[config.mk]
export PLATFORM = sky130hd
export DESIGN_NAME = spi_shift_engine_flat
export DESIGN_NICKNAME = d
export VERILOG_FILES = /design/src/rtl/spi_pkg.sv /design/src/rtl/spi_shift_engine_if.sv /design/src/rtl/spi_clk_div.sv /design/src/rtl/spi_shift_engine.sv /design/src/flat_wrapper.sv
export SDC_FILE = /design/constraint.sdc
export NUM_CORES = 1
export LEC_CHECK = 0
export CAP_MARGIN = 10
export CORE_ASPECT_RATIO = 0.8
export CORE_MARGIN = 2
export CORE_UTILIZATION = 50
export CTS_BUF_LIST = sky130_fd_sc_hd__clkbuf_4 sky130_fd_sc_hd__clkbuf_8
export DETAILED_ROUTE_END_ITERATION = 8
export PLACE_DENSITY = 0.84
export SYNTH_ARGS = -nofsm -noshare
export SYNTH_HDL_FRONTEND = slang
export SYNTH_SLANG_ARGS = --single-unit
[constraint.sdc]
create_clock -name clk -period 2.9 [get_ports clk]
set_input_delay 0.29 -clock clk [delete_from_list [all_inputs] [get_ports clk]]
set_output_delay 0.29 -clock clk [all_outputs]
set_load 0.05 [all_outputs]
[src/rtl/spi_pkg.sv]
// spi_pkg: shared state encoding, SPI mode constants and default sizing for spi_shift_engine
package spi_pkg;
  typedef enum logic [1:0] {IDLE, SETUP, XFER, HOLD} state_t;
  localparam logic CPOL = 1'b0;
  localparam logic CPHA = 1'b0;
  localparam int CLK_DIV_DEF = 4;
  localparam int DATA_W_DEF = 8;
  function automatic int bit_cnt_w(input int w);
    return $clog2(2 * w) + 1;
  endfunction
endpackage

[src/rtl/spi_shift_engine_if.sv]
// spi_shift_engine_if: register-block handshake plus SPI pins; slave is the engine's view
interface spi_shift_engine_if import spi_pkg::*; #(parameter int DATA_W = DATA_W_DEF);
  logic [DATA_W-1:0] data_in;
  logic [DATA_W-1:0] data_out;
  logic start;
  logic busy;
  logic new_data;
  logic miso;
  logic mosi;
  logic sck;
  logic ss;
  modport master(output data_in, start, miso, input data_out, busy, new_data, mosi, sck, ss);
  modport slave(input data_in, start, miso, output data_out, busy, new_data, mosi, sck, ss);
endinterface

[src/rtl/spi_clk_div.sv]
// spi_clk_div: one-cycle tick every DIV clocks while enabled, counter cleared when disabled
module spi_clk_div import spi_pkg::*; #(parameter int DIV = CLK_DIV_DEF) (
  input  logic clk,
  input  logic rst,
  input  logic en,
  output logic tick
);
  localparam int CW = $clog2(DIV + 1);
  logic [CW-1:0] cnt;
  assign tick = en && cnt == CW'(DIV - 1);
  always_ff @(posedge clk or negedge rst)
    if (!rst) cnt <= '0;
    else cnt <= (!en || tick) ? '0 : cnt + 1'b1;
endmodule

[src/rtl/spi_shift_engine.sv]
// spi_shift_engine: mode-0 byte-serial SPI master; rst is async active-low.
// Define SPI_LSB_FIRST_EN to send/receive LSB first (default MSB first).
module spi_shift_engine import spi_pkg::*; #(
  parameter int CLK_DIV = CLK_DIV_DEF,
  parameter int DATA_W = DATA_W_DEF
) (
  input logic clk,
  input logic rst,
  spi_shift_engine_if.slave bus
);
  localparam int BW = bit_cnt_w(DATA_W);
  state_t state, state_nx;
  logic start_q, tick, accept, rise, last_fall, sck, mosi, new_data;
  logic [BW-1:0] hcnt;
  logic [DATA_W-1:0] tx_sr, rx_sr, tx_nx, rx_nx, data_out;
`ifdef SPI_LSB_FIRST_EN
  localparam int FIRST = 0;
  assign tx_nx = tx_sr >> 1;
  assign rx_nx = {bus.miso, rx_sr[DATA_W-1:1]};
`else
  localparam int FIRST = DATA_W - 1;
  assign tx_nx = tx_sr << 1;
  assign rx_nx = {rx_sr[DATA_W-2:0], bus.miso};
`endif
  spi_clk_div #(.DIV(CLK_DIV)) u_div (.clk, .rst, .en(state != IDLE), .tick);
  assign accept = state == IDLE && bus.start && !start_q;
  assign rise = tick && state == XFER && sck == CPOL;
  assign last_fall = hcnt == BW'(2 * DATA_W - 1);
  always_ff @(posedge clk or negedge rst)
    if (!rst) state <= IDLE;
    else state <= state_nx;
  always_comb
    state_nx = state == IDLE ? (accept ? SETUP : IDLE)
             : !tick ? state
             : state == SETUP ? XFER
             : state == XFER ? (last_fall ? HOLD : XFER)
             : IDLE;
  always_comb begin
    bus.ss = state == IDLE;
    bus.busy = state != IDLE;
    bus.sck = sck;
    bus.mosi = mosi;
    bus.data_out = data_out;
    bus.new_data = new_data;
  end
  // hcnt counts sck half-periods; even ticks are rises, the last odd tick ends the byte
  always_ff @(posedge clk or negedge rst)
    if (!rst) begin
      start_q <= 1'b0;
      sck <= CPOL;
      mosi <= 1'b0;
      tx_sr <= '0;
      rx_sr <= '0;
      hcnt <= '0;
      data_out <= '0;
      new_data <= 1'b0;
    end else begin
      start_q <= bus.start;
      if (accept) begin
        tx_sr <= bus.data_in;
        mosi <= bus.data_in[FIRST];
        hcnt <= '0;
        sck <= CPOL;
        new_data <= 1'b0;
      end else if (tick && state == XFER) begin
        sck <= ~sck;
        hcnt <= hcnt + 1'b1;
        if (rise) rx_sr <= rx_nx;
        else if (!last_fall) begin
          tx_sr <= tx_nx;
          mosi <= tx_nx[FIRST];
        end
      end else if (tick && state == HOLD) begin
        data_out <= rx_sr;
        new_data <= 1'b1;
      end
    end
endmodule

[src/flat_wrapper.sv]
// flat-port wrapper written by rule: the top's interface ports become plain ports
module spi_shift_engine_flat import spi_pkg::*;
#(
  parameter int CLK_DIV = CLK_DIV_DEF,
  parameter int DATA_W = DATA_W_DEF
)
  (clk, rst, bus_data_in, bus_start, bus_miso, bus_data_out, bus_busy, bus_new_data, bus_mosi, bus_sck, bus_ss);
  spi_shift_engine_if #(.DATA_W(DATA_W)) bus_i ();
  input logic clk;
  input logic rst;
  input wire logic [$bits(bus_i.data_in)-1:0] bus_data_in;
  input wire logic [$bits(bus_i.start)-1:0] bus_start;
  input wire logic [$bits(bus_i.miso)-1:0] bus_miso;
  output wire logic [$bits(bus_i.data_out)-1:0] bus_data_out;
  output wire logic [$bits(bus_i.busy)-1:0] bus_busy;
  output wire logic [$bits(bus_i.new_data)-1:0] bus_new_data;
  output wire logic [$bits(bus_i.mosi)-1:0] bus_mosi;
  output wire logic [$bits(bus_i.sck)-1:0] bus_sck;
  output wire logic [$bits(bus_i.ss)-1:0] bus_ss;
  assign bus_i.data_in = bus_data_in;
  assign bus_i.start = bus_start;
  assign bus_i.miso = bus_miso;
  assign bus_data_out = bus_i.data_out;
  assign bus_busy = bus_i.busy;
  assign bus_new_data = bus_i.new_data;
  assign bus_mosi = bus_i.mosi;
  assign bus_sck = bus_i.sck;
  assign bus_ss = bus_i.ss;
  spi_shift_engine #(.CLK_DIV(CLK_DIV), .DATA_W(DATA_W)) u_core (.clk(clk), .rst(rst), .bus(bus_i));
endmodule
* After elaboration in Yosys (flattened, before gate mapping) *
Cells that the tools add are included.

storage, ports and cells
  register bits after elaboration = 37
  input port bits = 12
  output and inout bits = 13
  word-level logic and storage cells = 63

operators by class
  add/sub/neg operators = 2
  equal/unequal tests = 8
  muxes and demuxes = 22
  bitwise logic cells = 3
  reductions and logical operators = 18

operators by type and width
  cell                                            number
  two-way mux 7 bit                               4
  two-way mux 1 bit                               11
  two-way mux 5 bit                               2
  AND reduction 3 bit                             3
  two-way mux 2 bit                               4
  nonzero test 2 bit                              4
  logical AND 1 bit                               6
  != test 2 x 1 -> 1 bit (second input constant)  3
  adder 5 x 1 -> 5 bit (second input constant)    1
  == test 5 x 4 -> 1 bit (second input constant)  1
  == test 2 bit (second input constant)           2
  adder 3 x 1 -> 3 bit (second input constant)    1
  == test 3 x 2 -> 1 bit (second input constant)  1
  two-way mux 3 bit                               1
  NOT 1 bit                                       3
  == test 2 x 1 -> 1 bit (second input constant)  1
  logical NOT 1 bit                               2
  logical NOT 2 bit                               1
  AND reduction 2 bit                             1
  logical OR 1 bit                                1

* Depth between registers and ports, before layout *
Gate-level depths: netlist of the first run.

  word-level depth = 7
  mapped depth = 7
  mapped depth without buffers = 6

* By module *
Synthesis of the first run repeated with hierarchy kept, for this count alone.

second synthesis, totals
  cell total of the unflattened synthesis = 131
  area total of the unflattened synthesis = 1,642.8 um^2

modules (own cells, without submodules)
  module            times used  cells an instance  area an instance (um^2)  seq. area each (um^2)
  spi_shift_engine  1           121                1,507.7                  850.8
  spi_clk_div       1           10                 135.1                    75.1

* Least setup slack after synthesis of the first run *
Ideal clock, no wire load.

  path type = register to register
  start point = reg u_core.state[0]
  end point = reg u_core.data_out[0] (netlist: u_core.bus.data_out[0])
  arrival = 1.807 ns
  data required time = 2.775 ns
  path slack = 0.969 ns
  stages on the path, launching flop included = 7
  path buffers = 2
  period minus slack after synthesis = 1.931 ns
  cell sequence = dfrtp_1 inv_1 ha_1 buf_2 and4bb_1 buf_4 mux2_2

on the way
  longest elaborated chain between the ends = 5
  elaborated cells on any way between the ends = 12
  those cells by class = 2 x eq/ne; 2 x bitwise; 8 x reduce/logical

ends and longest elaborated chain
  element                               RTL line                text
  start, declared                       spi_shift_engine.sv:12  state_t state, state_nx;
  start signal, assigned                spi_shift_engine.sv:31  else state <= state_nx;
  logical NOT 2 bit                     -
  via bus_ss                            flat_wrapper.sv:19      output wire logic [$bits(bus_i.ss)-1:0] bus_ss;
  logical AND 1 bit (2 in series)       spi_shift_engine.sv:26  assign accept = state == IDLE && bus.start && !start_q;
  NOT 1 bit (no source line)            -
  AND reduction 3 bit (no source line)  -
  end signal, assigned                  spi_shift_engine.sv:74  data_out <= rx_sr;
  end, declared                         spi_shift_engine.sv:15  logic [DATA_W-1:0] tx_sr, rx_sr, tx_nx, rx_nx, data_out;

The timed path passes the listed nets, and every way through them passes these cells.
A chain may end at the register's enable or synchronous reset.

* Final worst setup path of the first run *
  start point = reg u_core.state[0]
  end point = out bus_ss

on the way
  longest elaborated chain between the ends = 1

ends and longest elaborated chain
  element            RTL line                text
  logical NOT 2 bit  spi_shift_engine.sv:39  bus.ss = state == IDLE;
  end, declared      flat_wrapper.sv:19

Every way passes these cells.

==> results of run 1 <==
==> where the power goes <==
group          total [uW]  internal [uW]  switching [uW]
logic                 616            248             369
registers             737            653            84.5
clock network         359            198             162
total                1710           1100             615
==> cell families (layout without fill, tap and decap cells) <==
kind of cell / Yosys count / after routing / share of synthesized area
AOI/OAI and AO/OA: 34 / 34 / 0.119
adders and majority gates: 8 / 8 / 0.0613
buffers and inverters: 11 / 38 / 0.0306
DFF: 37 / 37 / 0.567
muxes: 17 / 17 / 0.117
and+or+nand+nor: 27 / 27 / 0.105
==> layout make-up <==
cell class | instances | area, um^2 | share of cell area
sequential | 37 | 926 | 0.464
multi-input combinational | 86 | 658 | 0.330
timing repair buffer | 25 | 248 | 0.124
clock buffer | 7 | 90.1 | 0.0452
tap | 40 | 50.0 | 0.0251
inverter | 6 | 22.5 | 0.0113
==> worst max-delay path: cells and delay by family (launching register included) <==
kind,cells,cell delay [ns]
buffers and inverters,2,0.97
flip-flops,1,0.40
adder cells (fa/ha/maj),1,0.34
==> cell usage after synthesis <==
library cell   n
buf_4          1
and3_1         1
ha_1           8
a22o_1         1
buf_2          4
and2_1         1
nand3b_1       2
nor3_1         2
a31oi_1        7
mux2_2        17
nor2_4         1
nor2b_1        1
a2bb2oi_1      1
a21oi_1       10
o2bb2ai_1      1
or3_1          2
inv_1          6
nand2_1        1
o21ai_0       12
a21o_1         2
nand2b_1       1
and3b_1        2
nor2_1         9
nand3_1        2
nand3b_4       1
and4bb_1       1
dfrtp_1       37
==> sequential cells by signal, summed over array words and instances (netlist names) <==
| signal | cells |
|---|---|
| u_core.u_div.cnt | 3 |
| u_core.rx_sr | 8 |
| u_core.bus.new_data | 1 |
| u_core.bus.mosi | 1 |
| u_core.hcnt | 5 |
| u_core.bus.sck | 1 |
| u_core.start_q | 1 |
| u_core.tx_sr | 7 |
| u_core.state | 2 |
| u_core.bus.data_out | 8 |
==> worst paths after layout <==
path / end / cells past startpoint
worst max-delay path: bus_ss / 3
min in group clk: u_core.u_div.cnt[0] / 1
worst min-delay path: u_core.u_div.cnt[0] / 2
max in group asynchronous: u_core.bus.sck / 2
worst max register to register: u_core.tx_sr[1] / 6
worst min register to register: u_core.u_div.cnt[0] / 1
==> per-layer routing <==
layer,global-route usage,wire length [um],vias to the layer above
li1,-,-,531
met1,0.238,1330,556
met2,0.294,1460,43
met3,0.0506,168,4
met4,0.0800,51,0
met5,0,0,-
==> per-stage QoR <==
| step | instance area, um^2 | setup WS (ns) | hold WS (ns) | instances |
|---|---|---|---|---|
| global placement | 1900 | 0.961 | 0.420 | 194 |
| floorplan | 1630 | 0.969 | -0.00559 | 134 |
| CTS | 1990 | 0.605 | 0.440 | 201 |
| global route | 1990 | 0.533 | 0.464 | 201 |
| detailed placement | 1900 | 0.912 | 0.423 | 194 |
| finish | 1990 | 0.611 | 0.424 | 201 |
==> metrics.md, run 1 <==
| Metric | Value |
|---|---|
| Clock skew | `between 0.005 and 0.006 ns` |
| Max-slew violations | `0` |
| Post-CTS setup repair buffer count | `0` |
| Max-cap violations | `0` |
| Status | `complete, no violations` |
| CP peak stage delay | `0.86 ns` |
| I/O Buffers | `24` |
| Diode count | `0` |
| Commonest non-fill, non-tap cell in the layout | `dfrtp_1` |
| Reg2reg start | `u_core.hcnt[0]` |
| Slowest stage cell, crit path | `clkdlybuf4s50_1` |
| Starting DRC count in detailed routing | `85` |
| RSZ-0062 raised after global routing | `false` |
| Setup Total Neg Slack | `0 ns` |
| Worst Setup Path Type | `reg2out` |
| Largest net degree at the start of global routing | `38` |
| Hold Path Class | `in2async` |
| Die width | `67.9 um` |
| Filler cells | `224` |
| Total track usage | `0.184` |
| Vias per cell | `5.64` |
| CTS tree | `built` |
| Routed Antenna Nets | `0` |
| Layout cells sized above 1 | `0.168` |
| Sink Count | `37` |
| CTS resizes | `0` |
| Worst-Margin Slew | `around 0.50 ns` |
| Crit path time final | `2.29 ns` |
| Final Hold Fails | `0` |
| Initial antenna violation count | `0` |
| Max Fclk | `0.437 GHz` |
| Synth warnings | `0` |
| Via count | `1134` |
| CTS Buffer Depth | `2` |
| Die height | `around 55 um` |
| CTS root buffer | `clkbuf_8` |
| Synth-to-layout area growth | `22.1%` |
| Reg2reg setup slack | `1.02 ns` |
| Crit path cell chain | `inv_1 -> ha_1 -> clkdlybuf4s50_1` |
| Post-synthesis cell count | `134` |
| Full die area | `3740 um^2` |
| Leakage power | `0.000939 uW` |
| Design Power | `1710 uW` |
| Period utilisation layout | `0.789` |
| Final WL | `3010 um` |
| First-pass GRT wire length | `4830 um` |
| CP endpoint kind | `primary output` |
| Worst vdd ir | `0.597 mV` |
| Syn_area_per_cell | `12.2 um^2` |
| Drt wl/cell | `15.0 um` |
| Synth area leader | `dfrtp_1` |
| CP max FO | `11` |
| Initial Util | `0.526` |
| Pwr Density | `859 nW/um^2` |
| Vias in the first global route | `1074` |
| Cts bufs inserted | `5` |
| DRC viols | `0` |
| Mapped cell area | `roughly 1600 um^2` |
| DP HPWL | `2060 um` |
| Top cell type's share of synthesized area | `0.567` |
| Placeable Area | `3110 um^2` |
| Post-layout util | `0.642` |
| CP arrival | `about 2.0 ns` |
| Yosys reg bits | `37` |
| Seq/Total Area, Yosys | `0.567` |
| Rel. slew slack | `0.663` |
| Global route overflow | `0` |
| Yosys cell types | `27` |
| Hold Buf Count CTS | `0` |
| Nets | `181` |
| Setup crit start kind | `flop` |
| Placer Congestion | `0.768` |
| Commonest non-fill, non-tap cells in the layout | `dfrtp_1, clkdlybuf4s50_1, mux2_2, o21ai_0, a21oi_1` |
| Syn_nets | `154` |
| First drt pass iteration count | `5` |
| Top post-synthesis cells by area | `dfrtp_1, mux2_2, ha_1` |
| CP startpoint | `u_core.state[0]` |
| H-Tree Depth | `2` |
| Final setup viols | `0` |
| CTS clk-pin slew, worst paths | `approximately 0.07 ns` |
| Boundary Pins | `25` |
| Clock Latency Late Sink | `0.29 ns` |
| WP data required | `2.61 ns` |
| Rows | `18` |
No activity file was read; power rests on OpenSTA's default activity.
==> run 2: changes to the inputs <==
- clock period: 2.9 -> 2.3 ns (I/O delays scaled with it)
==> metrics.md, run 2 (synthesized netlist as in run 1, its figures left out) <==
| Metric | Value |
|---|---|
| CP max FO | `11` |
| Hold Buf Count CTS | `0` |
| CTS Buffer Depth | `2` |
| Placer Congestion | `0.790` |
| Commonest non-fill, non-tap cells in the layout | `dfrtp_1, clkdlybuf4s50_1, mux2_2, o21ai_0, a21oi_1` |
| Sink Count | `37` |
| Cts bufs inserted | `5` |
| CP delay by family, top | `buffers and inverters` |
| Reg2reg start | `u_core.state[0]` |
| Crit path cell chain | `inv_1 -> ha_1 -> inv_1 -> clkdlybuf4s50_1` |
| Die height | `55.1 um` |
| Via count | `1111` |
| R2R depth | `4` |
| Vias in the first global route | `1117` |
| Boundary Pins | `25` |
| Leakage power | `0.000964 uW` |
| First-pass GRT wire length | `slightly above 5000 um` |
| H-Tree Depth | `2` |
| WP buf/inv | `3` |
| Final WL | `between 3000 and 4000 um` |
| Largest net degree at the start of global routing | `38` |
| Setup crit start kind | `flop` |
| Clock skew | `~0.0081 ns` |
| First drt pass iteration count | `4` |
| Routed Antenna Nets | `0` |
| Final WS setup | `approximately 0.11 ns` |
| I/O Buffers | `24` |
| Reg2reg setup slack | `about 0.43 ns` |
| Period utilisation layout | `0.951` |
| DP Worst Slack | `~0.36 ns` |
| Full die area | `3740 um^2` |
| Final Hold Fails | `0` |
| Layout cells sized above 1 | `0.178` |
| Die width | `67.9 um` |
| Max-cap violations | `0` |
| CP arrival | `1.96 ns` |
| CTS root buffer | `clkbuf_8` |
| Total track usage | `0.192` |
| Slowest stage cell, crit path | `clkdlybuf4s50_1` |
| Pwr Density | `roughly 1100 nW/um^2` |
| Commonest non-fill, non-tap cell in the layout | `dfrtp_1` |
| Final setup viols | `0` |
| Hold Path Class | `in2async` |
| Worst-Margin Slew | `0.501 ns` |
| Worst Setup Path Type | `reg2out` |
| Vias per cell | `5.47` |
| Regs by FF count | `u_core.bus.data_out (8), u_core.rx_sr (8), u_core.tx_sr (7)` |
| Nets | `roughly 180` |
| Diode count | `0` |
| Initial antenna violation count | `0` |
| Status | `complete, no violations` |
| Post-CTS setup repair buffer count | `0` |
| Worst reg2reg path endpoint | `u_core.bus.data_out[6]` |
| DRC viols | `0` |
| RSZ-0062 raised after global routing | `false` |
| Setup Total Neg Slack | `0 ns` |
| DP HPWL | `2130 um` |
| CP peak stage delay | `0.79 ns` |
| Max-slew violations | `0` |
| Global route overflow | `0` |
| CTS resizes | `0` |
| CTS tree | `built` |
| CTS clk-pin slew, worst paths | `0.07 ns` |
| Starting DRC count in detailed routing | `56` |
| Rel. slew slack | `0.665` |
| CP endpoint kind | `primary output` |
| Initial Util | `0.526` |
| Max Fclk | `about 0.46 GHz` |
| Crit path time final | `between 2 and 2.5 ns` |
| Filler cells | `239` |
| Crit path top cell by count | `inv_1` |
| WP data required | `2.07 ns` |
| Drt wl/cell | `around 15 um` |
| Clock Latency Late Sink | `0.30 ns` |
| Synth-to-layout area growth | `23.4%` |
| Placeable Area | `3110 um^2` |
| Rows | `18` |
| Worst vdd ir | `0.611 mV` |
| Finished Layout Cells | `203` |
| Placed insts | `195` |
## run 2: where the power goes
group | total (uW) | internal (uW) | switching [uW] | leakage (uW)
combinational | 775 | 313 | 462 | 0.000431
sequential | 932 | 823 | 109 | 0.000479
clock | 496 | 271 | 225 | 0.0000542
## run 2: how the worst max path moves through the flow
stage | start | to | slack [ns] | cells past startpoint
after global placement | u_core.state[0] | bus_ss | 0.42 | 3
final | u_core.state[0] | bus_busy | 0.11 | 4
after detailed placement | u_core.state[0] | bus_ss | 0.36 | 3
after global routing | u_core.state[0] | bus_busy | 0.005 | 4
after floorplan | u_core.state[0] | u_core.bus.data_out[0] | 0.37 | 6
after CTS | u_core.state[0] | bus_ss | 0.03 | 3
## run 2: cell type report
type	count	area (um^2)	area share
repair buffers	26	258	0.128
inverters	6	22.5	0.0112
well taps	40	50.0	0.0248
clock inverters	1	5.00	0.00248
multi-input cells	86	658	0.327
flip-flops and latches	37	926	0.459
clock buffers	7	96.3	0.0478
## run 2: metrics by stage
stage / hold WS [ns] / area [um^2] / power (uW) / utilization
2_1_floorplan: -0.0656 / 1630 / 1480 / -
3_3_place_gp: 0.420 / 1910 / 1670 / 0.615
3_5_place_dp: 0.430 / 1910 / 1720 / 0.615
4_1_cts: 0.362 / 2010 / 2230 / 0.648
5_1_grt: 0.401 / 2020 / 2350 / 0.649
6_report: 0.347 / 2020 / 2200 / 0.649
## run 2: metal layers
layer | wire length (um) | vias to the layer above | share of wire | track usage
met4 | 74 | 0 | 0.024 | 0.107
li1 | - | 535 | - | -
met5 | 0 | - | 0 | 0
met1 | 1390 | 539 | 0.45 | 0.236
met3 | 151 | 10 | 0.049 | 0.0506
met2 | 1460 | 27 | 0.47 | 0.314
